[config.mk]
export PLATFORM = sky130hd
export DESIGN_NAME = gray_pipe
export DESIGN_NICKNAME = d
export VERILOG_FILES = /design/src/rtl/sobel_pkg.sv /design/src/rtl/gray_minmax.sv /design/src/rtl/gray_pipe.sv
export SDC_FILE = /design/constraint.sdc
export NUM_CORES = 1
export LEC_CHECK = 0
export ABC_AREA = 0
export ABC_CLOCK_PERIOD_IN_PS = 10710
export BUFFER_PORTS_ARGS = -buffer_cell sky130_fd_sc_hd__clkbuf_2
export CAP_MARGIN = 5
export CORE_MARGIN = 8
export CORE_UTILIZATION = 64
export CTS_CLUSTER_DIAMETER = 40
export DETAILED_ROUTE_END_ITERATION = 12
export PLACE_DENSITY = 0.83
export SLEW_MARGIN = 30
export SYNTH_ARGS = -nofsm -noshare
export SYNTH_HDL_FRONTEND = slang
export SYNTH_SLANG_ARGS = --single-unit
[constraint.sdc]
create_clock -name tft_clk -period 10.71 [get_ports tft_clk]
set_input_delay 0.5355 -clock tft_clk [delete_from_list [all_inputs] [get_ports tft_clk]]
set_output_delay 0.5355 -clock tft_clk [all_outputs]
set_load 0.02 [all_outputs]
[src/rtl/sobel_pkg.sv]
// Shared constants for the Sobel front end: input pixel formats and the
// default Q0.8 luma weights used by gray_pipe.
package sobel_pkg;

  localparam int IN_FMT_RGB565 = 0;
  localparam int IN_FMT_RGB888 = 1;

  localparam int LUMA_COEF_R = 77;
  localparam int LUMA_COEF_G = 150;
  localparam int LUMA_COEF_B = 29;

  // Half an LSB of the Q0.8 result, so the >>8 rounds to nearest.
  localparam int LUMA_RND = 128;

endpackage

[src/rtl/gray_minmax.sv]
// Per-frame min/max luma tracker: latches the previous frame's extremes
// on each accepted sof beat and pulses stat_flag for one cycle.
module gray_minmax (
  input  logic       clk,
  input  logic       rst_n,
  input  logic       beat,
  input  logic       sof,
  input  logic [7:0] luma,
  output logic [7:0] stat_min,
  output logic [7:0] stat_max,
  output logic       stat_flag
);

  logic [7:0] run_min;
  logic [7:0] run_max;
  logic       seen_sof;

  always_ff @(posedge clk or negedge rst_n) begin
    if (!rst_n) begin
      run_min   <= 8'hFF;
      run_max   <= 8'h00;
      seen_sof  <= 1'b0;
      stat_min  <= 8'hFF;
      stat_max  <= 8'h00;
      stat_flag <= 1'b0;
    end else begin
      stat_flag <= 1'b0;
      if (beat) begin
        if (sof) begin
          // The very first sof has no complete prior frame to report.
          if (seen_sof) begin
            stat_min  <= run_min;
            stat_max  <= run_max;
            stat_flag <= 1'b1;
          end
          seen_sof <= 1'b1;
          run_min  <= luma;
          run_max  <= luma;
        end else begin
          if (luma < run_min) run_min <= luma;
          if (luma > run_max) run_max <= luma;
        end
      end
    end
  end

endmodule

[src/rtl/gray_pipe.sv]
// Three-stage RGB565/RGB888 to luma converter with valid/ready flow control.
// Optional per-frame min/max statistics are built when GRAY_STATS_EN is defined.
module gray_pipe
  import sobel_pkg::*;
#(
  parameter int IN_FMT = IN_FMT_RGB565,
  parameter int IN_W   = 16,
  parameter int OUT_W  = 8,
  parameter int COEF_R = LUMA_COEF_R,
  parameter int COEF_G = LUMA_COEF_G,
  parameter int COEF_B = LUMA_COEF_B
) (
  input  logic             tft_clk,
  input  logic             tft_rst,
  input  logic [IN_W-1:0]  gray_ip_data,
  input  logic             gray_ip_flag,
  input  logic             gray_ip_sof,
  input  logic             gray_ip_eol,
  output logic             gray_ip_ready,
  output logic [OUT_W-1:0] gray_op_data,
  output logic             gray_op_flag,
  output logic             gray_op_sof,
  output logic             gray_op_eol,
`ifdef GRAY_STATS_EN
  output logic [7:0]       gray_stat_min,
  output logic [7:0]       gray_stat_max,
  output logic             gray_stat_flag,
`endif
  input  logic             gray_op_ready
);

  // Handshake: a beat moves on a port when its flag and ready are both high
  // at a rising edge. The whole pipe advances as one on ce, which is high
  // whenever the output register is empty or being drained this cycle.
  logic ce;
  assign ce            = ~gray_op_flag | gray_op_ready;
  assign gray_ip_ready = ce;

  logic [7:0] r_in;
  logic [7:0] g_in;
  logic [7:0] b_in;

  if (IN_FMT == IN_FMT_RGB888) begin : g_rgb888
    assign r_in = gray_ip_data[23:16];
    assign g_in = gray_ip_data[15:8];
    assign b_in = gray_ip_data[7:0];
  end else begin : g_rgb565
    // MSB replication maps full-scale 5/6-bit codes onto 8'hFF exactly.
    assign r_in = {gray_ip_data[15:11], gray_ip_data[15:13]};
    assign g_in = {gray_ip_data[10:5],  gray_ip_data[10:9]};
    assign b_in = {gray_ip_data[4:0],   gray_ip_data[4:2]};
  end

  logic        s1_valid, s1_sof, s1_eol;
  logic [7:0]  s1_r, s1_g, s1_b;
  logic        s2_valid, s2_sof, s2_eol;
  logic [15:0] s2_pr, s2_pg, s2_pb;

  logic [17:0] sum;
  logic [9:0]  y_wide;
  logic [7:0]  y8;

  assign sum    = 18'(s2_pr) + 18'(s2_pg) + 18'(s2_pb) + 18'(LUMA_RND);
  assign y_wide = 10'(sum >> 8);
  assign y8     = (y_wide > 10'd255) ? 8'hFF : y_wide[7:0];

  always_ff @(posedge tft_clk or negedge tft_rst) begin
    if (!tft_rst) begin
      s1_valid     <= 1'b0;
      s1_sof       <= 1'b0;
      s1_eol       <= 1'b0;
      s1_r         <= 8'h00;
      s1_g         <= 8'h00;
      s1_b         <= 8'h00;
      s2_valid     <= 1'b0;
      s2_sof       <= 1'b0;
      s2_eol       <= 1'b0;
      s2_pr        <= 16'h0000;
      s2_pg        <= 16'h0000;
      s2_pb        <= 16'h0000;
      gray_op_flag <= 1'b0;
      gray_op_sof  <= 1'b0;
      gray_op_eol  <= 1'b0;
      gray_op_data <= '0;
    end else if (ce) begin
      // Markers are masked by valid so empty stages never carry sof/eol.
      s1_valid     <= gray_ip_flag;
      s1_sof       <= gray_ip_flag & gray_ip_sof;
      s1_eol       <= gray_ip_flag & gray_ip_eol;
      s1_r         <= r_in;
      s1_g         <= g_in;
      s1_b         <= b_in;

      s2_valid     <= s1_valid;
      s2_sof       <= s1_sof;
      s2_eol       <= s1_eol;
      s2_pr        <= 16'(s1_r) * 16'(COEF_R);
      s2_pg        <= 16'(s1_g) * 16'(COEF_G);
      s2_pb        <= 16'(s1_b) * 16'(COEF_B);

      gray_op_flag <= s2_valid;
      gray_op_sof  <= s2_sof;
      gray_op_eol  <= s2_eol;
      gray_op_data <= OUT_W'(y8 >> (8 - OUT_W));
    end
  end

`ifdef GRAY_STATS_EN
  // Statistics are kept on the 8-bit scale regardless of OUT_W.
  logic [7:0] stat_luma;
  assign stat_luma = 8'(8'(gray_op_data) << (8 - OUT_W));

  gray_minmax u_minmax (
    .clk       (tft_clk),
    .rst_n     (tft_rst),
    .beat      (gray_op_flag & gray_op_ready),
    .sof       (gray_op_sof),
    .luma      (stat_luma),
    .stat_min  (gray_stat_min),
    .stat_max  (gray_stat_max),
    .stat_flag (gray_stat_flag)
  );
`endif

endmodule

==> flow_metrics.env <==
export IMPL_drc_errors=0
export IMPL_finalSetupViolations=0
export IMPL_hp_class="in -> async"
export IMPL_tightest_slew_ns=0.894
export IMPL_pre_cts_slack_ns=7.13
export IMPL_clk_path_buf_depth=2
export IMPL_fill_cells=779
export IMPL_coreArea_um2=10200
export IMPL_path_class="reg -> reg"
export IMPL_startpoint_type="flip-flop"
export IMPL_timing_reg2reg_setup_slack_ns=7.10
export IMPL_regToRegStartpoint="s1_g[6]"
export IMPL_fin_crit_ns=3.61
export IMPL_slew_headroom_pct=40.4
export IMPL_drtIter0Drc=247
export IMPL_clkSlewWorstSetupHoldPaths_ns=0.09
export IMPL_routed_wl_mm=13.2
export IMPL_yosysTopAreaCell="dfrtp_1"
export IMPL_nNetsFinal=934
export IMPL_finalHoldViolations=0
export IMPL_drive_above_1_share_pct=7.55
export IMPL_ys_ff_latch=76
export IMPL_cts_setup_buffers=0
export IMPL_status="finished, final reports clean"
export IMPL_r2r_end="s2_pg[13]"
export IMPL_cts_hold_buf=0
export IMPL_regArea_um2=1900
export IMPL_synthesis_instances=720
export IMPL_grt_pass1_wl_mm=22.7
export IMPL_cp_slowest_stage_delay_ns=0.51
export IMPL_syn_nets=904
export IMPL_slew_violations=0
export IMPL_grt_overflow_total=0
export IMPL_required_ns=10.92
export IMPL_tritoncts="done"
export IMPL_worst_path_stages=13
export IMPL_chipWidth_um=118
export IMPL_synth_most_common_cell="inv_1"
export IMPL_antenna_found_initial=0
export IMPL_cp_end_kind="flip-flop"
export IMPL_rsz0062_at_grt="false"
export IMPL_wl_per_cell_um=14.8
export IMPL_crit_chain="ha_1 -> ha_1 -> inv_1 -> fa_1 -> fa_1 -> inv_1 -> ha_1 -> nand3_1 -> nor2_1 -> nor3_1 -> o31ai_1 -> xnor2_1 -> a21oi_1"
export IMPL_cts_buffers=9
export IMPL_htree_levels=3
export IMPL_cap_violations=0
export IMPL_cp_top_family="adder cells"
export IMPL_syn_avg_cell_area_um2=9.17
export IMPL_async_flop_share_pct=100
export IMPL_synthTopCellsByArea="dfrtp_1 (29%), ha_1 (24%), fa_1 (11%)"
export IMPL_cts_resized=0
export IMPL_grt_usage_pct=19.7
export IMPL_dieArea_um2=13800
export IMPL_pin_count=34
export IMPL_multi_input_area_um2=4140
export IMPL_grt_pass1_vias=5105
export IMPL_reg2reg_depth=13
export IMPL_fin_worst_skew_ns=0.00784
export IMPL_ant_nets=0
export IMPL_drt_vias_per_instance=5.59
export IMPL_fin_crit_sh_pct=33.8
export IMPL_synth_top_area_share_pct=28.8
export IMPL_crit_path_top_delay_cell="fa_1"
export IMPL_cp_common_cell="ha_1"
export IMPL_vias=4980
export IMPL_synth_area_um2=6610
export IMPL_place_congestion=0.947
export IMPL_rows=37
export IMPL_ys_types=46
export IMPL_root_buffer="clkbuf_8"
export IMPL_first_pass_iters=5
export IMPL_initial_utilization_pct=64.9
export IMPL_grt_max_degree=95
export IMPL_clock_latency_ns=0.36
export IMPL_cp_arrival_ns=3.82
export IMPL_die_h_um=118
export IMPL_clock_sink_count=76
export IMPL_fmax_ghz=0.277
export IMPL_hpwl_mm=10.2
export IMPL_port_buffers=33
export IMPL_antenna_cells=0
export IMPL_fin_setup_tns_ns=0
export IMPL_area_growth_pct=8.18
export IMPL_yosys_top_cells_count="inv_1 (135), ha_1 (125), nand2_1 (91)"
export IMPL_cp_max_fo=7
export IMPL_setup_slack_ns=7.10
export IMPL_seq_area_frac_synth_pct=28.8
export IMPL_ys_flop_type="dfrtp_1"
export IMPL_synth_edff_count=0
export IMPL_post_route_util_pct=70.2
export IMPL_yosys_warnings=0
export IMPL_crit_buf_inv=2
==> cells in the final DEF, fill, tap and decap left out, types with 2 or more instances in the layout <==
| cell | Yosys | layout |
|---|---|---|
| inv_1 | 135 | 135 |
| ha_1 | 125 | 125 |
| nand2_1 | 91 | 91 |
| dfrtp_1 | 76 | 76 |
| fa_1 | 37 | 37 |
| a21oi_1 | 36 | 36 |
| clkbuf_2 | 0 | 32 |
| o21ai_1 | 26 | 26 |
| o21ai_0 | 25 | 25 |
| nor2_1 | 24 | 24 |
| a211oi_1 | 15 | 15 |
| xor2_1 | 15 | 15 |
| xnor2_1 | 13 | 13 |
| nand3_1 | 12 | 12 |
| nor3_1 | 10 | 10 |
| a21o_1 | 9 | 9 |
| clkbuf_8 | 0 | 9 |
| o22a_1 | 7 | 7 |
| o21bai_1 | 5 | 5 |
| o22ai_1 | 4 | 4 |
| nand4_1 | 3 | 3 |
| and3_1 | 3 | 3 |
| nor2b_1 | 4 | 3 |
| o21a_1 | 3 | 3 |
| bufinv_16 | 0 | 3 |
| or3_1 | 2 | 2 |
| a31oi_1 | 2 | 2 |
| o31ai_1 | 2 | 2 |
| nand2b_1 | 2 | 2 |
| o2111ai_1 | 2 | 2 |
| clkinv_2 | 0 | 2 |
| clkinvlp_4 | 0 | 2 |
| buf_4 | 0 | 2 |
==> registers in the layout, indices dropped and copies added (netlist names), 5 cells and up <==
signal        flops
gray_op_data      8
s2_pg            15
s1_r              5
s1_b              5
s1_g              6
s2_pb            13
s2_pr            15
==> metrics by stage <==
step	hold WS (ns)	cell area, um2	std cells
floorplan	0.240	6610	720
global placement	0.442	6900	875
detailed placement	0.457	6900	875
CTS	0.355	7140	891
global route	0.250	7150	891
finish	0.196	7150	891
==> kinds of logic after synthesis <==
kind of cell,synth area share [%]
buf+inv,8.68
compound gates,13.9
simple gates,9.85
fa+ha+maj,34.9
flops,28.8
mux,0.152
xor+xnor,3.71
==> worst max path at each step <==
stage / from / endpoint / slack, ns
2_1_floorplan: s1_r[5] / s2_pr[13] / 7.35
3_3_place_gp: s1_r[5] / s2_pr[13] / 7.23
3_5_place_dp: s1_r[5] / s2_pr[13] / 7.13
4_1_cts: s1_g[6] / s2_pg[13] / 7.11
5_1_grt: s1_g[6] / s2_pg[13] / 6.82
6_report: s1_g[6] / s2_pg[13] / 7.10
==> worst register-to-register path, cell delays in order (launching register included) <==
cell and delay [ns]:
dfrtp_1 0.47, ha_1 0.33, ha_1 0.28, inv_1 0.05, fa_1 0.50, fa_1 0.51, inv_1 0.04, ha_1 0.36
nand3_1 0.12, nor2_1 0.16, nor3_1 0.09, o31ai_1 0.31, xnor2_1 0.17, a21oi_1 0.08
==> cell type report <==
cell class / instances / area share (%)
Sequential cell: 76 / 26.6
Inverter: 136 / 7.14
Clock buffer: 9 / 1.73
Clock inverter: 7 / 1.61
Multi-Input combinational cell: 492 / 57.9
Timing Repair Buffer: 35 / 2.61
Tap cell: 136 / 2.38
==> layer usage <==
metal	wire length (um)	GRT usage, %	up-vias
li1	-	-	2454
met1	5870	24.3	2404
met2	6610	34.0	100
met3	518	3.69	22
met4	204	6.41	0
met5	0	0	-
Power is left out: the tool's default activity adds up to more than one toggle a clock period on the data nets, which glitch-free logic cannot reach.
